--- config.mk ---
export PLATFORM = sky130hd
export DESIGN_NAME = washctrl_regfile_flat
export DESIGN_NICKNAME = d
export VERILOG_FILES = /design/src/rtl/washctrl_regfile_if.sv /design/src/rtl/washctrl_regfile.sv /design/src/flat_wrapper.sv
export SDC_FILE = /design/constraint.sdc
export NUM_CORES = 1
export LEC_CHECK = 0
export ABC_AREA = 1
export CAP_MARGIN = 5
export CORE_MARGIN = 3
export CORE_UTILIZATION = 52
export DETAILED_ROUTE_END_ITERATION = 7
export GPL_ROUTABILITY_DRIVEN = 0
export MAX_ROUTING_LAYER = met4
export PLACE_DENSITY = 0.81
export RECOVER_POWER = 50
export SYNTH_ARGS = -nofsm -noshare
export SYNTH_HDL_FRONTEND = slang
export SYNTH_SLANG_ARGS = --single-unit
--- constraint.sdc ---
create_clock -name clk -period 2 [get_ports clk]
set_input_delay 0.2 -clock clk [delete_from_list [all_inputs] [get_ports clk]]
set_output_delay 0.2 -clock clk [all_outputs]
set_load 0.02 [all_outputs]
--- src/rtl/washctrl_regfile_if.sv ---
// Host-side register bus for washctrl_regfile: strobes, shared address,
// write data, registered read data with valid, and write-reject pulse.
interface washctrl_regfile_if #(
  parameter int DATA_W = 8,
  parameter int ADDR_W = 3
);
  logic              wr_enb;
  logic              rd_enb;
  logic [ADDR_W-1:0] addr;
  logic [DATA_W-1:0] wr_data;
  logic [DATA_W-1:0] rd_data;
  logic              rd_valid;
  logic              wr_err;

  modport slave (
    input  wr_enb, rd_enb, addr, wr_data,
    output rd_data, rd_valid, wr_err
  );

  modport master (
    output wr_enb, rd_enb, addr, wr_data,
    input  rd_data, rd_valid, wr_err
  );
endinterface

--- src/rtl/washctrl_regfile.sv ---
// Control/status register file for the washing-machine controller.
// Optional macro WASH_TIME_CLAMP_EN clamps WASH_TIME writes to [TIME_MIN, TIME_MAX].
module washctrl_regfile #(
  parameter int DATA_W       = 8,
  parameter int ADDR_W       = 3,
  parameter int PRESET_W     = 2,
  parameter int TIME_DEFAULT = 30,
  parameter int TIME_MIN     = 1,
  parameter int TIME_MAX     = 120
) (
  input  logic                clk,
  input  logic                rst,
  washctrl_regfile_if.slave   bus,
  input  logic                busy,
  input  logic                done,
  output logic                control_start,
  output logic                control_drying,
  output logic [PRESET_W-1:0] control_preset,
  output logic [DATA_W-1:0]   washing_time
);
  localparam int DEPTH = 2 ** ADDR_W;
  localparam logic [ADDR_W-1:0] A_CTRL   = ADDR_W'(0);
  localparam logic [ADDR_W-1:0] A_PRESET = ADDR_W'(1);
  localparam logic [ADDR_W-1:0] A_TIME   = ADDR_W'(2);
  localparam logic [ADDR_W-1:0] A_STATUS = ADDR_W'(3);
  localparam logic [DATA_W-1:0] T_DEF = DATA_W'(TIME_DEFAULT);
  localparam logic [DATA_W-1:0] T_MIN = DATA_W'(TIME_MIN);
  localparam logic [DATA_W-1:0] T_MAX = DATA_W'(TIME_MAX);
`ifdef WASH_TIME_CLAMP_EN
  localparam bit CLAMP_EN = 1'b1;
`else
  localparam bit CLAMP_EN = 1'b0;
`endif

  function automatic logic [DATA_W-1:0] clamp_time(input logic [DATA_W-1:0] v);
    if (CLAMP_EN && (v < T_MIN)) return T_MIN;
    if (CLAMP_EN && (v > T_MAX)) return T_MAX;
    return v;
  endfunction

  logic                drying_q, drying_d;
  logic [PRESET_W-1:0] preset_q, preset_d;
  logic [DATA_W-1:0]   wtime_q, wtime_d;
  logic                done_q, done_d;
  logic                err_q, err_d;
  logic                start_q, start_d;
  logic                wr_err_q, wr_err_d;
  logic [DATA_W-1:0]   rd_data_q, rd_data_d;
  logic                rd_valid_q, rd_valid_d;
  logic [DATA_W-1:0]   scratch_q [DEPTH];
  logic [DATA_W-1:0]   scratch_d [DEPTH];
  logic [DATA_W-1:0]   rd_mux;
  logic                wr_rej, wr_ok;

  // CTRL, PRESET and WASH_TIME are frozen while the sequencer runs
  assign wr_rej = bus.wr_enb & busy & (bus.addr < A_STATUS);
  assign wr_ok  = bus.wr_enb & ~wr_rej;

  always_comb begin
    rd_mux = '0;
    case (bus.addr)
      A_CTRL:   rd_mux = DATA_W'({drying_q, 1'b0});
      A_PRESET: rd_mux = DATA_W'(preset_q);
      A_TIME:   rd_mux = wtime_q;
      A_STATUS: rd_mux = DATA_W'({err_q, done_q, busy});
      default:  rd_mux = scratch_q[bus.addr];
    endcase
  end

  always_comb begin
    drying_d   = drying_q;
    preset_d   = preset_q;
    wtime_d    = wtime_q;
    done_d     = done_q;
    err_d      = err_q;
    scratch_d  = scratch_q;
    start_d    = 1'b0;
    wr_err_d   = wr_rej;
    rd_valid_d = bus.rd_enb;
    rd_data_d  = bus.rd_enb ? rd_mux : rd_data_q;
    if (wr_ok) begin
      case (bus.addr)
        A_CTRL: begin
          drying_d = bus.wr_data[1];
          start_d  = bus.wr_data[0];
        end
        A_PRESET: preset_d = bus.wr_data[PRESET_W-1:0];
        A_TIME:   wtime_d  = clamp_time(bus.wr_data);
        A_STATUS: begin
          if (bus.wr_data[1]) done_d = 1'b0;
          if (bus.wr_data[2]) err_d  = 1'b0;
        end
        default:  scratch_d[bus.addr] = bus.wr_data;
      endcase
    end
    // Sticky set beats a same-cycle W1C clear
    if (done)   done_d = 1'b1;
    if (wr_rej) err_d  = 1'b1;
  end

  always_ff @(posedge clk) begin
    if (rst) begin
      drying_q   <= 1'b0;
      preset_q   <= '0;
      wtime_q    <= T_DEF;
      done_q     <= 1'b0;
      err_q      <= 1'b0;
      start_q    <= 1'b0;
      wr_err_q   <= 1'b0;
      rd_data_q  <= '0;
      rd_valid_q <= 1'b0;
      for (int i = 0; i < DEPTH; i++) scratch_q[i] <= '0;
    end else begin
      drying_q   <= drying_d;
      preset_q   <= preset_d;
      wtime_q    <= wtime_d;
      done_q     <= done_d;
      err_q      <= err_d;
      start_q    <= start_d;
      wr_err_q   <= wr_err_d;
      rd_data_q  <= rd_data_d;
      rd_valid_q <= rd_valid_d;
      scratch_q  <= scratch_d;
    end
  end

  assign bus.rd_data    = rd_data_q;
  assign bus.rd_valid   = rd_valid_q;
  assign bus.wr_err     = wr_err_q;
  assign control_start  = start_q;
  assign control_drying = drying_q;
  assign control_preset = preset_q;
  assign washing_time   = wtime_q;
endmodule
--- src/flat_wrapper.sv ---
// flat-port wrapper written by rule: the top's interface ports become plain ports
module washctrl_regfile_flat 
#(
  parameter int DATA_W       = 8,
  parameter int ADDR_W       = 3,
  parameter int PRESET_W     = 2,
  parameter int TIME_DEFAULT = 30,
  parameter int TIME_MIN     = 1,
  parameter int TIME_MAX     = 120
)
  (clk, rst, busy, done, control_start, control_drying, control_preset, washing_time, bus_wr_enb, bus_rd_enb, bus_addr, bus_wr_data, bus_rd_data, bus_rd_valid, bus_wr_err);
  washctrl_regfile_if #(.DATA_W(DATA_W), .ADDR_W(ADDR_W)) bus_i ();
  input  logic clk;
  input  logic rst;
  input  logic busy;
  input  logic done;
  output logic control_start;
  output logic control_drying;
  output logic [PRESET_W-1:0] control_preset;
  output logic [DATA_W-1:0] washing_time;
  input wire logic [$bits(bus_i.wr_enb)-1:0] bus_wr_enb;
  input wire logic [$bits(bus_i.rd_enb)-1:0] bus_rd_enb;
  input wire logic [$bits(bus_i.addr)-1:0] bus_addr;
  input wire logic [$bits(bus_i.wr_data)-1:0] bus_wr_data;
  output wire logic [$bits(bus_i.rd_data)-1:0] bus_rd_data;
  output wire logic [$bits(bus_i.rd_valid)-1:0] bus_rd_valid;
  output wire logic [$bits(bus_i.wr_err)-1:0] bus_wr_err;
  assign bus_i.wr_enb = bus_wr_enb;
  assign bus_i.rd_enb = bus_rd_enb;
  assign bus_i.addr = bus_addr;
  assign bus_i.wr_data = bus_wr_data;
  assign bus_rd_data = bus_i.rd_data;
  assign bus_rd_valid = bus_i.rd_valid;
  assign bus_wr_err = bus_i.wr_err;
  washctrl_regfile #(.DATA_W(DATA_W), .ADDR_W(ADDR_W), .PRESET_W(PRESET_W), .TIME_DEFAULT(TIME_DEFAULT), .TIME_MIN(TIME_MIN), .TIME_MAX(TIME_MAX)) u_core (.clk(clk), .rst(rst), .bus(bus_i), .busy(busy), .done(done), .control_start(control_start), .control_drying(control_drying), .control_preset(control_preset), .washing_time(washing_time));
endmodule
# Yosys cells after proc, flatten, opt, wreduce, memory -nomap -nowiden
# Index checks and enable logic that the tools add are counted.
[totals]
register_bits = 88
inputBits = 17
output_inout_bits = 22
elab_cells = 62
[classes]
n_lt_le_gt_ge = 3
n_eq_ne = 3
muxes = 15
n_bitwise = 8
n_reduce_logical = 16
[op_table]
columns = ["cell", "n"]
rows = [
  ["$bwmux W64", 1],
  ["$pmux W8 S4", 1],
  ["$bmux W8 S3", 1],
  ["$demux W8 S3", 1],
  ["$mux W8", 3],
  ["$reduce_bool A2 Y1", 6],
  ["$mux W1", 8],
  ["$reduce_and A2 Y1", 4],
  ["$eq A3 B2 Y1 const B", 2],
  ["$reduce_and A3 Y1", 2],
  ["$ge A4 B4 Y1 const B", 1],
  ["$lt A4 B1 Y1 const B", 1],
  ["$not A1 Y1", 4],
  ["$not A3 Y4", 1],
  ["$reduce_or A4 Y1", 1],
  ["$and A1 B1 Y1", 3],
  ["$eq A3 B1 Y1 const B", 1],
  ["$logic_not A3 Y1", 1],
  ["$lt A3 B2 Y1 const B", 1],
  ["$reduce_or A3 Y1", 1],
  ["$logic_and A1 B1 Y1", 1],
]

# Longest topological paths before layout
[logic_depth]
depth_word = 6
ltp_mapped = 9
mapped_depth_nobuf = 7

# Least setup slack after synthesis
# No wires, ideal clock.
[synth_timing]
path_type = "input-to-reg"
startpoint = "in bus_addr[2]"
endpoint = "reg u_core.scratch_q[18] in the netlist's numbering"
t_arrival_ns = 0.916
t_required_ns = 1.881
slack_ns = 0.965
cell_stages = 6
path_buffers = 1
path_cell_list = "buf_2 -> nand2_1 -> nor2_4 -> inv_2 -> o21ai_0 -> a21oi_1"
[synth_between]
elab_chain_len = 6
[synth_rtl]
columns = ["element", "line_no", "source"]
rows = [
  ["start, declared", "flat_wrapper.sv:23", "input wire logic [$bits(bus_i.addr)-1:0] bus_addr;"],
  ["$not A3 Y4 (implied by the code)", "washctrl_regfile.sv:93", "default: scratch_d[bus.addr] = bus.wr_data;"],
  ["$ge A4 B4 Y1 (implied by the code) / $lt A4 B1 Y1 (equally long branches)", "washctrl_regfile.sv:93", ""],
  ["$logic_and A1 B1 Y1 (implied by the code)", "washctrl_regfile.sv:93", ""],
  ["$mux W8 (implied by the code)", "washctrl_regfile.sv:93", ""],
  ["$demux W8 S3", "washctrl_regfile.sv:93", ""],
  ["$bwmux W64", "washctrl_regfile.sv:93", ""],
  ["end signal, assigned", "washctrl_regfile.sv:123", "scratch_q <= scratch_d;"],
  ["end, declared", "washctrl_regfile.sv:50", "logic [DATA_W-1:0] scratch_q [DEPTH];"],
]
# Parallel ways exist; a longest one is shown, timed or not.
# A chain may end at the register's enable or synchronous reset.

# Worst setup path after layout
[layout_timing]
startpoint = "in bus_addr[1]"
endpoint = "reg u_core.wtime_q[3] (netlist: u_core.washing_time[3])"
[layout_between]
elab_chain_len = 5
[layout_rtl]
columns = ["element", "line_no", "source"]
rows = [
  ["$lt A3 B2 Y1", "washctrl_regfile.sv:56", "assign wr_rej = bus.wr_enb & busy & (bus.addr < A_STATUS);"],
  ["$and A1 B1 Y1", "washctrl_regfile.sv:56", ""],
  ["$not A1 Y1", "washctrl_regfile.sv:57", "assign wr_ok = bus.wr_enb & ~wr_rej;"],
  ["$and A1 B1 Y1", "washctrl_regfile.sv:57", ""],
  ["$reduce_and A2 Y1 (no source line) *", "--", ""],
  ["end signal, assigned", "washctrl_regfile.sv:116", "wtime_q <= wtime_d;"],
  ["end, declared", "washctrl_regfile.sv:43", "logic [DATA_W-1:0] wtime_q, wtime_d;"],
]
# Mark *: on every way between the ends. The rest lies on a longest branch, timed or not.

==> metrics <==
Seq/Total Area, Yosys 44.76%; row count 24; gr usage total 24.12%; synthesized flop and latch total 56; DRT iter0 DRCs 201; CTS sink count 56; Worst setup SP type input port; worst endpoint required time 2200 ps; Wirelength per Cell 14.10 um; hold buffers post-CTS 0; Initial Util 55.61%; CP max FO 9; Final Setup Violations 0; vias in the first global route 2237; first-pass GRT wire length 10120 um; Synth async-reset ratio 0%; fmax 602.4 MHz; DRC Markers 0; Top delay family on crit path buffers and inverters; largest family of logic cells by synthesized area simple AND/OR/NAND/NOR gates; final critical-path share of the clock period 83.00%; Final #Nets 412; Post-synth EDFFs 0; CTS max path bufs 2; Vias 2447; Synth top area share 44.76%; post-placement cell count 440; Max stage delay on crit path 680 ps; Layout Cells excl Fill 448; CP Class input port to register; RSZ-0062 raised after global routing no; Top cell by count, worst path nand2_1; WL final 6318 um; grt total ovfl 0; Yosys cell types 28; clock share of power 35.0%; most common cell in the synthesized netlist nand2_1; Area Overhead vs Synth 21.68%; cell count after synthesis 359; Arrival @ worst endpoint 1860 ps; Yosys warning count 0; mux cell area share after synthesis 0%; Die W 75.41 um; status complete, no violations; Final Max Tran Viols 0; worst-path cell chain dlygate4sd3_1 -> nand2_1 -> nor2_8 -> nand3_2 -> buf_4 -> nand2_1 -> nand3_1; worst hold path type input port to register; Area contributors post-synth dfxtp_1 45%, nand2_1 12%, nor2_1 9.7%, o21ai_0 7.6%, a21oi_1 5.0%; area leader, netlist dfxtp_1; drt first pass iters 5; CTS Buf Count 5; post-synthesis xor/xnor area fraction 0%; post-route cell area 3048 sq um; antenna-violating nets left 0; I/O pin count 39; Syn Std Cell Area 2505 sq um; syn_area_per_cell 6.977 sq um; hpwl dp 4556 um; Slew @ Worst Pin 393.0 ps; Setup Buffers After CTS 0; initial antenna violation count 0; IO buf count 38; Flop pwr share 51.4%; simple-gate share of the synthesized area 33.12%; Peak VDD IR 511.9 uV; clock skew 5.570 ps; core area 4504 sq um; P_sw 574.0 uW; largest net degree at the start of global routing 50; CTS tree yes; commonest cells in the netlist 82 x nand2_1, 65 x nor2_1, 56 x dfxtp_1, 38 x o21ai_0, 28 x inv_1; placed cell area 2932 sq um; clk slew on worst S/H paths 100 ps; share of cells above drive strength 1 8.333%; Logic pwr share 13.6%; P_int 1.724 mW; ys flop type dfxtp_1; clock latency on the worst-skew pair 310 ps; Buf+Inv Stages, Crit Path 2; Slew HR 73.77%; crit end category register; syn_nets 376; Final Hold Fails 0; fin crit period 1660 ps; number of diodes 0; htree depth 2; CP max stage cell dlygate4sd3_1; MaxCap Viol Count 0; Root Driver clkbuf_8; power per standard cell area 754.0 nW/um^2; Via density 5.462; Switching Share 24.98%; post-synthesis compound-gate area fraction 13.39%; Reg2Reg Setup Slack 1020 ps; Final TNS setup 0 ps; Die Y 75.41 um; post_cts resized 0; P_leak 1.395 nW; die area 5686 sq um; Synth Area in Adders 0%
-- power by group through the flow --
stage | logic [mW] | clock network [mW] | registers [mW]
floorplan | 0.163 | 0 | 1.23
global placement | 0.312 | 0 | 1.21
detailed placement | 0.317 | 0 | 1.21
CTS | 0.320 | 0.812 | 1.18
global route | 0.346 | 0.850 | 1.19
finish | 0.313 | 0.804 | 1.18
-- worst paths after layout --
check / depth (start not counted) / from / to
worst max-delay path: 7 / bus_addr[1] / u_core.washing_time[3]
worst min-delay path: 3 / done / u_core.done_q
worst max register to register: 5 / u_core.scratch_q[28] / u_core.bus.rd_data[4]
worst min register to register: 2 / u_core.scratch_q[4] / u_core.scratch_q[4]
-- routing by layer --
layer | routed length (um) | global-route usage (%) | up-vias
met5 | 0 | - | -
met4 | 78 | 8.544 | 0
met3 | 335 | 4.617 | 12
met2 | 3044 | 38.45 | 75
met1 | 2858 | 30.55 | 1147
li1 | - | - | 1213
-- cell type report --
class / instances / area [sq um]
Timing Repair Buffer: 44 / 450.4
Clock buffer: 7 / 96.34
Inverter: 34 / 130.1
Sequential cell: 56 / 1121
Tap cell: 52 / 65.06
Fill cell: 413 / 1456
Clock inverter: 1 / 30.03
Multi-Input combinational cell: 254 / 1155
-- per-stage QoR --
step	hold slack [ps]	setup WS, ps	power, mW	utilization, %
5_1_grt	439.5	181.9	2.382	67.67
3_5_place_dp	448.4	163.3	1.524	65.08
6_report	436.5	339.9	2.298	67.67
2_1_floorplan	313.2	964.5	1.390	-
3_3_place_gp	439.3	199.5	1.519	65.08
4_1_cts	431.4	478.1	2.314	67.89
-- cell families (layout without fill, tap and decap cells) --
family,count (synthesis),in the layout
compound gates,66,66
buf+inv,49,86
simple gates,188,188
flops,56,56
-- worst register-to-register path: stages, from the launching register on --
cell and delay (ps):
dfxtp_1 330, or2_2 300, nand3_1 80, nand2_1 60, nand2_1 60, a21oi_1 60
-- state kept, by name, indices dropped and copies added, names as in the netlist --
register,count
u_core.bus.wr_err,1
u_core.control_drying,1
u_core.done_q,1
u_core.bus.rd_data,8
u_core.bus.rd_valid,1
u_core.control_start,1
u_core.washing_time,8
u_core.control_preset,2
u_core.scratch_q,32
u_core.err_q,1
-- placed cells by master (no fill, tap or decap), types with 2 or more instances in the layout --
master	count
dfxtp_1	56
nor2_1	65
nand4_1	3
inv_2	2
buf_12	2
inv_1	30
nor3_1	2
nand2_2	3
nand3_1	19
dlygate4sd3_1	15
a21oi_1	25
clkinv_2	2
nor2_4	3
or2_2	4
buf_4	4
o21ai_0	38
clkbuf_8	7
clkdlybuf4s50_1	23
nand2_1	84
(Power assumes the default switching activity.)
